## config.mk

```make
export PLATFORM = sky130hd
export DESIGN_NAME = mips_register_file_flat
export DESIGN_NICKNAME = d
export VERILOG_FILES = /design/src/rtl/mips_pkg.sv /design/src/rtl/mips_register_file_if.sv /design/src/rtl/mips_regfile_read_port.sv /design/src/rtl/mips_register_file.sv /design/src/flat_wrapper.sv
export SDC_FILE = /design/constraint.sdc
export NUM_CORES = 2
export LEC_CHECK = 0
export CAP_MARGIN = 20
export CORE_UTILIZATION = 35
export CTS_BUF_LIST = sky130_fd_sc_hd__clkbuf_4 sky130_fd_sc_hd__clkbuf_8
export CTS_CLUSTER_SIZE = 25
export DETAILED_ROUTE_END_ITERATION = 8
export MAX_ROUTING_LAYER = met4
export PLACE_DENSITY = 0.49
export SLEW_MARGIN = 10
export SYNTH_ARGS = -nofsm -noshare
export SYNTH_HDL_FRONTEND = slang
export SYNTH_HIERARCHICAL = 1
export SYNTH_SLANG_ARGS = --single-unit
export TNS_END_PERCENT = 5
```

## constraint.sdc

```tcl
create_clock -name clk -period 4.6 [get_ports clk]
set_input_delay 1.38 -clock clk [delete_from_list [all_inputs] [get_ports clk]]
set_output_delay 1.38 -clock clk [all_outputs]
set_load 0.01 [all_outputs]
```

## src/rtl/mips_pkg.sv

```systemverilog
// Shared constants and types for the MIPS register file slice.
// Storage geometry lives here so decode, regfile and bench agree on widths.
package mips_pkg;

  localparam int DATA_W   = 32;
  localparam int ADDR_W   = 5;
  localparam int NUM_REGS = 32;

  typedef logic [31:0] word_t;
  typedef logic [4:0]  reg_idx_t;

  localparam reg_idx_t REG_ZERO = 5'd0;

endpackage

```

## src/rtl/mips_register_file_if.sv

```systemverilog
// Register-file access bundle: two read index/data pairs plus the write-back port.
// master = decoder/write-back side, slave = register file.
interface mips_register_file_if #(
  parameter int DATA_W = mips_pkg::DATA_W,
  parameter int ADDR_W = mips_pkg::ADDR_W
);

  logic [ADDR_W-1:0] read_reg_1;
  logic [ADDR_W-1:0] read_reg_2;
  logic [DATA_W-1:0] read_data_1;
  logic [DATA_W-1:0] read_data_2;
  logic [ADDR_W-1:0] write_reg;
  logic [DATA_W-1:0] write_data;
  logic              signal_reg_write;

  modport master (
    output read_reg_1, read_reg_2, write_reg, write_data, signal_reg_write,
    input  read_data_1, read_data_2
  );

  modport slave (
    input  read_reg_1, read_reg_2, write_reg, write_data, signal_reg_write,
    output read_data_1, read_data_2
  );

endinterface

```

## src/rtl/mips_regfile_read_port.sv

```systemverilog
// One combinational read port: index mux, register-0 masking, and (with
// MIPS_REGS_BYPASS_EN) same-cycle write-through forwarding.
module mips_regfile_read_port #(
  parameter int DATA_W   = mips_pkg::DATA_W,
  parameter int ADDR_W   = mips_pkg::ADDR_W,
  parameter int NUM_REGS = mips_pkg::NUM_REGS
) (
  input  logic [NUM_REGS-1:0][DATA_W-1:0] regs_i,
  input  logic [ADDR_W-1:0]               rd_idx_i,
`ifdef MIPS_REGS_BYPASS_EN
  input  logic                            rst_i,
  input  logic                            wr_en_i,
  input  logic [ADDR_W-1:0]               wr_idx_i,
  input  logic [DATA_W-1:0]               wr_dat_i,
`endif
  output logic [DATA_W-1:0]               rd_dat_o
);

  localparam logic [ADDR_W-1:0] IDX_ZERO = ADDR_W'(mips_pkg::REG_ZERO);

`ifdef MIPS_REGS_BYPASS_EN
  logic fwd_hit;

  // Forwarding never applies to register 0 or while reset is clearing storage.
  assign fwd_hit = !rst_i && wr_en_i && (wr_idx_i != IDX_ZERO) && (wr_idx_i == rd_idx_i);
`endif

  always_comb begin
    rd_dat_o = regs_i[rd_idx_i];
    if (rd_idx_i == IDX_ZERO) begin
      rd_dat_o = '0;
    end
`ifdef MIPS_REGS_BYPASS_EN
    if (fwd_hit) begin
      rd_dat_o = wr_dat_i;
    end
`endif
  end

endmodule

```

## src/rtl/mips_register_file.sv

```systemverilog
// 32x32 MIPS GPR file: two zero-latency read ports, one write port visible after the edge.
// Sync active-high reset clears all entries; MIPS_REGS_BYPASS_EN adds write-through reads.
module mips_register_file #(
  parameter int DATA_W   = mips_pkg::DATA_W,
  parameter int ADDR_W   = mips_pkg::ADDR_W,
  parameter int NUM_REGS = mips_pkg::NUM_REGS
) (
  input  logic                 clk,
  input  logic                 rst,
  mips_register_file_if.slave  bus
);

  localparam logic [ADDR_W-1:0] IDX_ZERO = ADDR_W'(mips_pkg::REG_ZERO);

  logic [NUM_REGS-1:0][DATA_W-1:0] regs_q;
  logic [NUM_REGS-1:0][DATA_W-1:0] regs_d;

  always_comb begin
    regs_d = regs_q;
    if (bus.signal_reg_write && (bus.write_reg != IDX_ZERO)) begin
      regs_d[bus.write_reg] = bus.write_data;
    end
    // Entry 0 is held at zero so it can never leak a stale value.
    regs_d[0] = '0;
  end

  always_ff @(posedge clk) begin
    if (rst) begin
      regs_q <= '0;
    end else begin
      regs_q <= regs_d;
    end
  end

  mips_regfile_read_port #(
    .DATA_W   (DATA_W),
    .ADDR_W   (ADDR_W),
    .NUM_REGS (NUM_REGS)
  ) u_rd_port_1 (
    .regs_i   (regs_q),
    .rd_idx_i (bus.read_reg_1),
`ifdef MIPS_REGS_BYPASS_EN
    .rst_i    (rst),
    .wr_en_i  (bus.signal_reg_write),
    .wr_idx_i (bus.write_reg),
    .wr_dat_i (bus.write_data),
`endif
    .rd_dat_o (bus.read_data_1)
  );

  mips_regfile_read_port #(
    .DATA_W   (DATA_W),
    .ADDR_W   (ADDR_W),
    .NUM_REGS (NUM_REGS)
  ) u_rd_port_2 (
    .regs_i   (regs_q),
    .rd_idx_i (bus.read_reg_2),
`ifdef MIPS_REGS_BYPASS_EN
    .rst_i    (rst),
    .wr_en_i  (bus.signal_reg_write),
    .wr_idx_i (bus.write_reg),
    .wr_dat_i (bus.write_data),
`endif
    .rd_dat_o (bus.read_data_2)
  );

endmodule

```

## src/flat_wrapper.sv

```systemverilog
// flat-port wrapper written by rule: the top's interface ports become plain ports
module mips_register_file_flat 
#(
  parameter int DATA_W   = mips_pkg::DATA_W,
  parameter int ADDR_W   = mips_pkg::ADDR_W,
  parameter int NUM_REGS = mips_pkg::NUM_REGS
)
  (clk, rst, bus_read_reg_1, bus_read_reg_2, bus_write_reg, bus_write_data, bus_signal_reg_write, bus_read_data_1, bus_read_data_2);
  mips_register_file_if #(.DATA_W(DATA_W), .ADDR_W(ADDR_W)) bus_i ();
  input  logic clk;
  input  logic rst;
  input wire logic [$bits(bus_i.read_reg_1)-1:0] bus_read_reg_1;
  input wire logic [$bits(bus_i.read_reg_2)-1:0] bus_read_reg_2;
  input wire logic [$bits(bus_i.write_reg)-1:0] bus_write_reg;
  input wire logic [$bits(bus_i.write_data)-1:0] bus_write_data;
  input wire logic [$bits(bus_i.signal_reg_write)-1:0] bus_signal_reg_write;
  output wire logic [$bits(bus_i.read_data_1)-1:0] bus_read_data_1;
  output wire logic [$bits(bus_i.read_data_2)-1:0] bus_read_data_2;
  assign bus_i.read_reg_1 = bus_read_reg_1;
  assign bus_i.read_reg_2 = bus_read_reg_2;
  assign bus_i.write_reg = bus_write_reg;
  assign bus_i.write_data = bus_write_data;
  assign bus_i.signal_reg_write = bus_signal_reg_write;
  assign bus_read_data_1 = bus_i.read_data_1;
  assign bus_read_data_2 = bus_i.read_data_2;
  mips_register_file #(.DATA_W(DATA_W), .ADDR_W(ADDR_W), .NUM_REGS(NUM_REGS)) u_core (.clk(clk), .rst(rst), .bus(bus_i));
endmodule
```

* After elaboration in Yosys (flattened, before gate mapping)
Index checks and enable logic that the tools add are counted.
** Cells by class
- Mux-type cells :: 9
- Order comparisons :: 4
- Reduce and logical (&&, ||, !) cells :: 5
** Operator list (number)
- 1024-bit bitwise mux :: 1
- 32-bit binary-select mux with 5-bit select :: 2
- 32-bit demux with 5-bit select :: 1
- 32-bit two-way mux :: 5
- 5-bit by 6-bit less-than comparator with 1-bit output (second input constant) :: 3
- 5-bit logical NOT :: 2
- 5-bit by 1-bit greater-or-equal comparator with 1-bit output (second input constant) :: 1
- 5-bit nonzero test :: 1
- 1-bit logical AND :: 2
** Storage, ports and cells
- Word-level logic and storage cells :: 49
- Register bits after elaboration :: 992
- Output and inout bits :: 64

* Logic depth before layout (Yosys ltp)
- Word-level depth :: 5
- Gate-level depth with buffers :: 7

* By module
Netlist, hierarchy kept.
** Modules (own cells, without submodules)
- mips_register_file :: times used 1, seq. area each 19859.0 um2, area each 38075.3 um2, cells each 3368
- mips_regfile_read_port :: times used 2, seq. area each 0.0 um2, area each 8368.0 um2, cells each 664

* Worst setup path after synthesis
No wires, ideal clock.
- Kind :: input to output
- Start point :: input port bus_read_reg_1[0]
- End point :: output port bus_read_data_1[13]
- Path buffers :: 4
- Arrival time :: 2717 ps
- Stages :: 7
- Data required time :: 3220 ps
- Path slack :: 503 ps
- Cell sequence :: buf_4 > inv_2 > buf_4 > buf_4 > clkbuf_1 > o2111ai_1 > a311oi_1
** Between the ends
- Longest elaborated chain between the ends :: 3
- Elaborated cells between the ends (all ways) :: 4
- Those cells by class :: mux (3); reduce/logical (1)
** RTL lines
- start, declared :: RTL line flat_wrapper.sv:12 : input wire logic [$bits(bus_i.read_reg_1)-1:0] bus_read_reg_1;
- 32-bit binary-select mux with 5-bit select :: RTL line mips_regfile_read_port.sv:29 : rd_dat_o = regs_i[rd_idx_i];
- 32-bit two-way mux (implied by the code) :: RTL line mips_regfile_read_port.sv:29
- 32-bit two-way mux (*) :: RTL line mips_regfile_read_port.sv:30 : if (rd_idx_i == IDX_ZERO) begin
- end, declared :: RTL line flat_wrapper.sv:17 : output wire logic [$bits(bus_i.read_data_1)-1:0] bus_read_data_1;
Every way passes the cells marked *; elsewhere a longest branch is shown, timed or not. The select of a mux whose other input is x is not followed.

* Worst setup path in the final report
- Start point :: input port bus_read_reg_2[0]
- End point :: output port bus_read_data_2[16]
** Between the ends
- Longest elaborated chain between the ends :: 3
- Elaborated cells between the ends (all ways) :: 4
- Those cells by class :: mux (3); reduce/logical (1)
** RTL lines
- start, declared :: RTL line flat_wrapper.sv:13 : input wire logic [$bits(bus_i.read_reg_2)-1:0] bus_read_reg_2;
- 32-bit binary-select mux with 5-bit select :: RTL line mips_regfile_read_port.sv:29
- 32-bit two-way mux (implied by the code) :: RTL line mips_regfile_read_port.sv:29
- 32-bit two-way mux (*) :: RTL line mips_regfile_read_port.sv:30
- end, declared :: RTL line flat_wrapper.sv:18 : output wire logic [$bits(bus_i.read_data_2)-1:0] bus_read_data_2;
Marked as above.

==> summary.txt <==
CTS
  – Clk sinks: 992
  – CTS tree: built
  – Clock Latency Late Sink: between 900 and 1000 ps
  – TritonCTS buffer count: 186
  – Clk pin slew, worst setup/hold paths: 60 ps
  – Max clock buf depth: 3
  – Clock root cell: clkbuf_8
  – CTS HTree Levels: 4

Synth
  – Synth top area share: 0.3623
  – Post-synth top flop: dfxtp_1
  – FFs w/ async S/R, synth: 0
  – Leading area contributor after synthesis: dfxtp_1
  – Top-count cell post-synth: mux2i_1
  – Synth area leaders: dfxtp_1 (36%), mux2i_1 (20%), mux4_2 (18%)
  – Number of synthesized flops with an enable pin: 0
  – Ys Warns: 6
  – Post-synth top cells: mux2i_1 (1120), nand2b_1 (1026), dfxtp_1 (992)
  – Cell count after synthesis: between 4000 and 5000
  – Mean Syn Cell Area: between 10 and 15 um2
  – Synth unique cells: 37
  – Synth Cell Area: about 55000 um2
  – Sequential-to-total area share from yosys stat: 0.3623
  – Flops & latches, synth: 992

Worst setup path
  – CP delay by family, top: buffers and inverters
  – Worst-path cell chain: buf_16, buf_16, buf_12, mux4_2, nor2b_1, a211oi_2, buf_4, a311oi_2, buf_2
  – CP required: approximately 3200 ps
  – Cell repeated most along the worst path: buf_16
  – Startpoint types: primary input
  – CP Class: primary input to primary output
  – WP data arrival: between 3000 and 4000 ps
  – Critical path fanouts, max: 6
  – Worst Path Buf+Inv: 5
  – CP endpoint kind: primary output
  – Crit-path slowest cell: mux4_2
  – Max stage delay on crit path: around 540 ps

Drt
  – Drt first pass iters: 6
  – Wire per inst: 29.37 um
  – Routed Antenna Nets: 0
  – Iteration-0 DRC Markers: 3230
  – Via count: slightly above 40000
  – Routed Wire Length: ~210000 um
  – DRC violations left: 0
  – Vias per cell: between 5 and 6

Floorplanning
  – Starting Density: 0.3542
  – Core area: about 150000 um2
  – # rows: ~140
  – DIE HEIGHT: ~400 um
  – Die Width: 397.7 um
  – Die area: between 150000 and 200000 um2
  – I/O Pins: between 100 and 150

Pwr
  – Pleak: 30.73 nW
  – Power Dens Cells: between 300 and 400 nW/um2
  – Worst VDD drop: 0.3027 mV

Min path
  – Worst hold path class: register to register

Status
  – Status: finished, violations left
  – Violated checks: setup timing

Layout
  – Layout cells sized above 1: 0.3267
  – FF/Latch Area: just under 20000 um2
  – Biggest regs: u_core/regs_q x992
  – Filler cells: approximately 14000
  – Final std cells w/o fill: roughly 7300
  – Fin area: around 68000 um2
  – Largest register FFs: 992
  – Fin nets: around 5200
  – Most flops, register: u_core/regs_q
  – Final core utilization: 0.4380
  – Synth-to-layout area growth: 23.67%
  – Area of the multi-input gates: 33760 um2

STA
  – Setup violators final: 23
  – Achievable Freq: ~0.21 GHz
  – PnR worst setup slack: -126.6 ps
  – Clk_skew: 0 ps
  – Minimum clock period after layout: ~4700 ps
  – RSZ-0062 raised after global routing: yes
  – Fin. Hold Viols: 0
  – Final worst path period share: 1.028
  – Rel. slew slack: 0.2091
  – Fin. max-slew vios: 0
  – Slew @ Worst Pin: about 1200 ps

GRT
  – First-pass GRT wire length: slightly above 300000 um
  – Largest net degree at the start of global routing: a little under 90
  – Vias in the first global route: around 41000
  – Antenna violations before repair: 6
  – Global route total overflow: 0
  – Tot GR Track Use: 0.2756

Place
  – Dpl cell area: 61170 um2
  – Post-DP HPWL: about 130000 um
  – Routability cong.: roughly 0.84
  – Placed Cells: just under 7000
  – PortBufs: about 110

Flow run
  – Max-cap viol count: 0
-- layout by cell type (no fill, tap or decap), drive strengths merged, types with 3 or more instances in the layout --
cell / count
nand2b: 1026
a211oi: 64
diode: 4
clkdlybuf4s50: 38
inv: 7
o21ai: 112
mux2: 64
nor2b: 70
and2: 5
mux2i: 1120
dfxtp: 992
clkinvlp: 7
bufinv: 4
a311oi: 64
conb: 64
buf: 607
a22oi: 64
dlygate4sd2: 3
clkdlybuf4s15: 10
clkinv: 19
a221oi: 48
bufbuf: 4
o2111ai: 16
nor2: 7
and4bb: 3
clkbuf: 312
mux4: 448
nand2: 63
and4b: 3
-- worst register-to-register path: cells and delay by family, from the launching register on --
kind          cells  cell delay (ps)
simple gates      1               80
flops             1              420
mux               1              130
-- logic make-up (layout without fill, tap and decap cells) --
kind of cell    Yosys count  in the layout  synth area share
simple gates           1183           1183            0.1344
flops                   992            992            0.3623
mux                    1632           1632            0.4018
compound gates          368            368           0.04880
buf+inv                 520           1011           0.05266
other cells               1             68        0.00006842
-- cell type report --
class / instances / share of cell area
diodes: 4 / 0.0001477
multi-input cells: 3247 / 0.4980
well taps: 2044 / 0.03773
repair buffers: 680 / 0.1112
clock buffers: 294 / 0.05480
flip-flops and latches: 992 / 0.2930
clock inverters: 35 / 0.004928
inverters: 2 / 0.0001846
-- metal layers --
layer  vias up  global-route usage  part of all wire
li1      17962                   -                 -
met1     21380              0.3875              0.47
met2      1282              0.4153              0.45
met3       300             0.03657             0.054
met4         0             0.07122             0.026
met5         -                   -                 0
-- where the power goes --
| part | switching (mW) | internal, mW | leakage [nW] |
|---|---|---|---|
| Clock | 4.10 | 5.33 | 2.14 |
| Sequential | 0.0493 | 8.66 | 8.00 |
| Combinational | 1.38 | 1.16 | 20.6 |
-- what timing repair did --
action                                  CTS  global route
hold buffers                              0             0
setup buffers                            35            33
resized for setup                       423           121
endpoints found under the setup margin   64            56
pin swaps                                52            26
gates cloned                             14             3
-- per-stage QoR --
stage               TNS, ps  worst slack, ps  hold slack, ps  power, mW
floorplan                 0            502.7           455.2      10.10
global placement     -37260            -1146           468.3      11.17
detailed placement   -36250            -1181           474.1      11.17
CTS                   -2390           -194.8           487.4      20.82
global route          -1319           -106.5           500.6      21.38
finish               -841.4           -126.6           482.6      20.69
-- worst paths after layout --
kind | cells past startpoint | endpoint | slack [ps] | start
min | 2 | u_core/regs_q[340]$_SDFFE_PP0P_ | 480 | u_core/regs_q[340]$_SDFFE_PP0P_
min reg2reg | 2 | u_core/regs_q[340]$_SDFFE_PP0P_ | 480 | u_core/regs_q[340]$_SDFFE_PP0P_
max | 9 | bus_read_data_2[16] | -130 | bus_read_reg_2[0]
max reg2reg | 2 | u_core/regs_q[385]$_SDFFE_PP0P_ | 3900 | u_core/regs_q[385]$_SDFFE_PP0P_
Note: power is estimated with default switching activity, not from simulation.
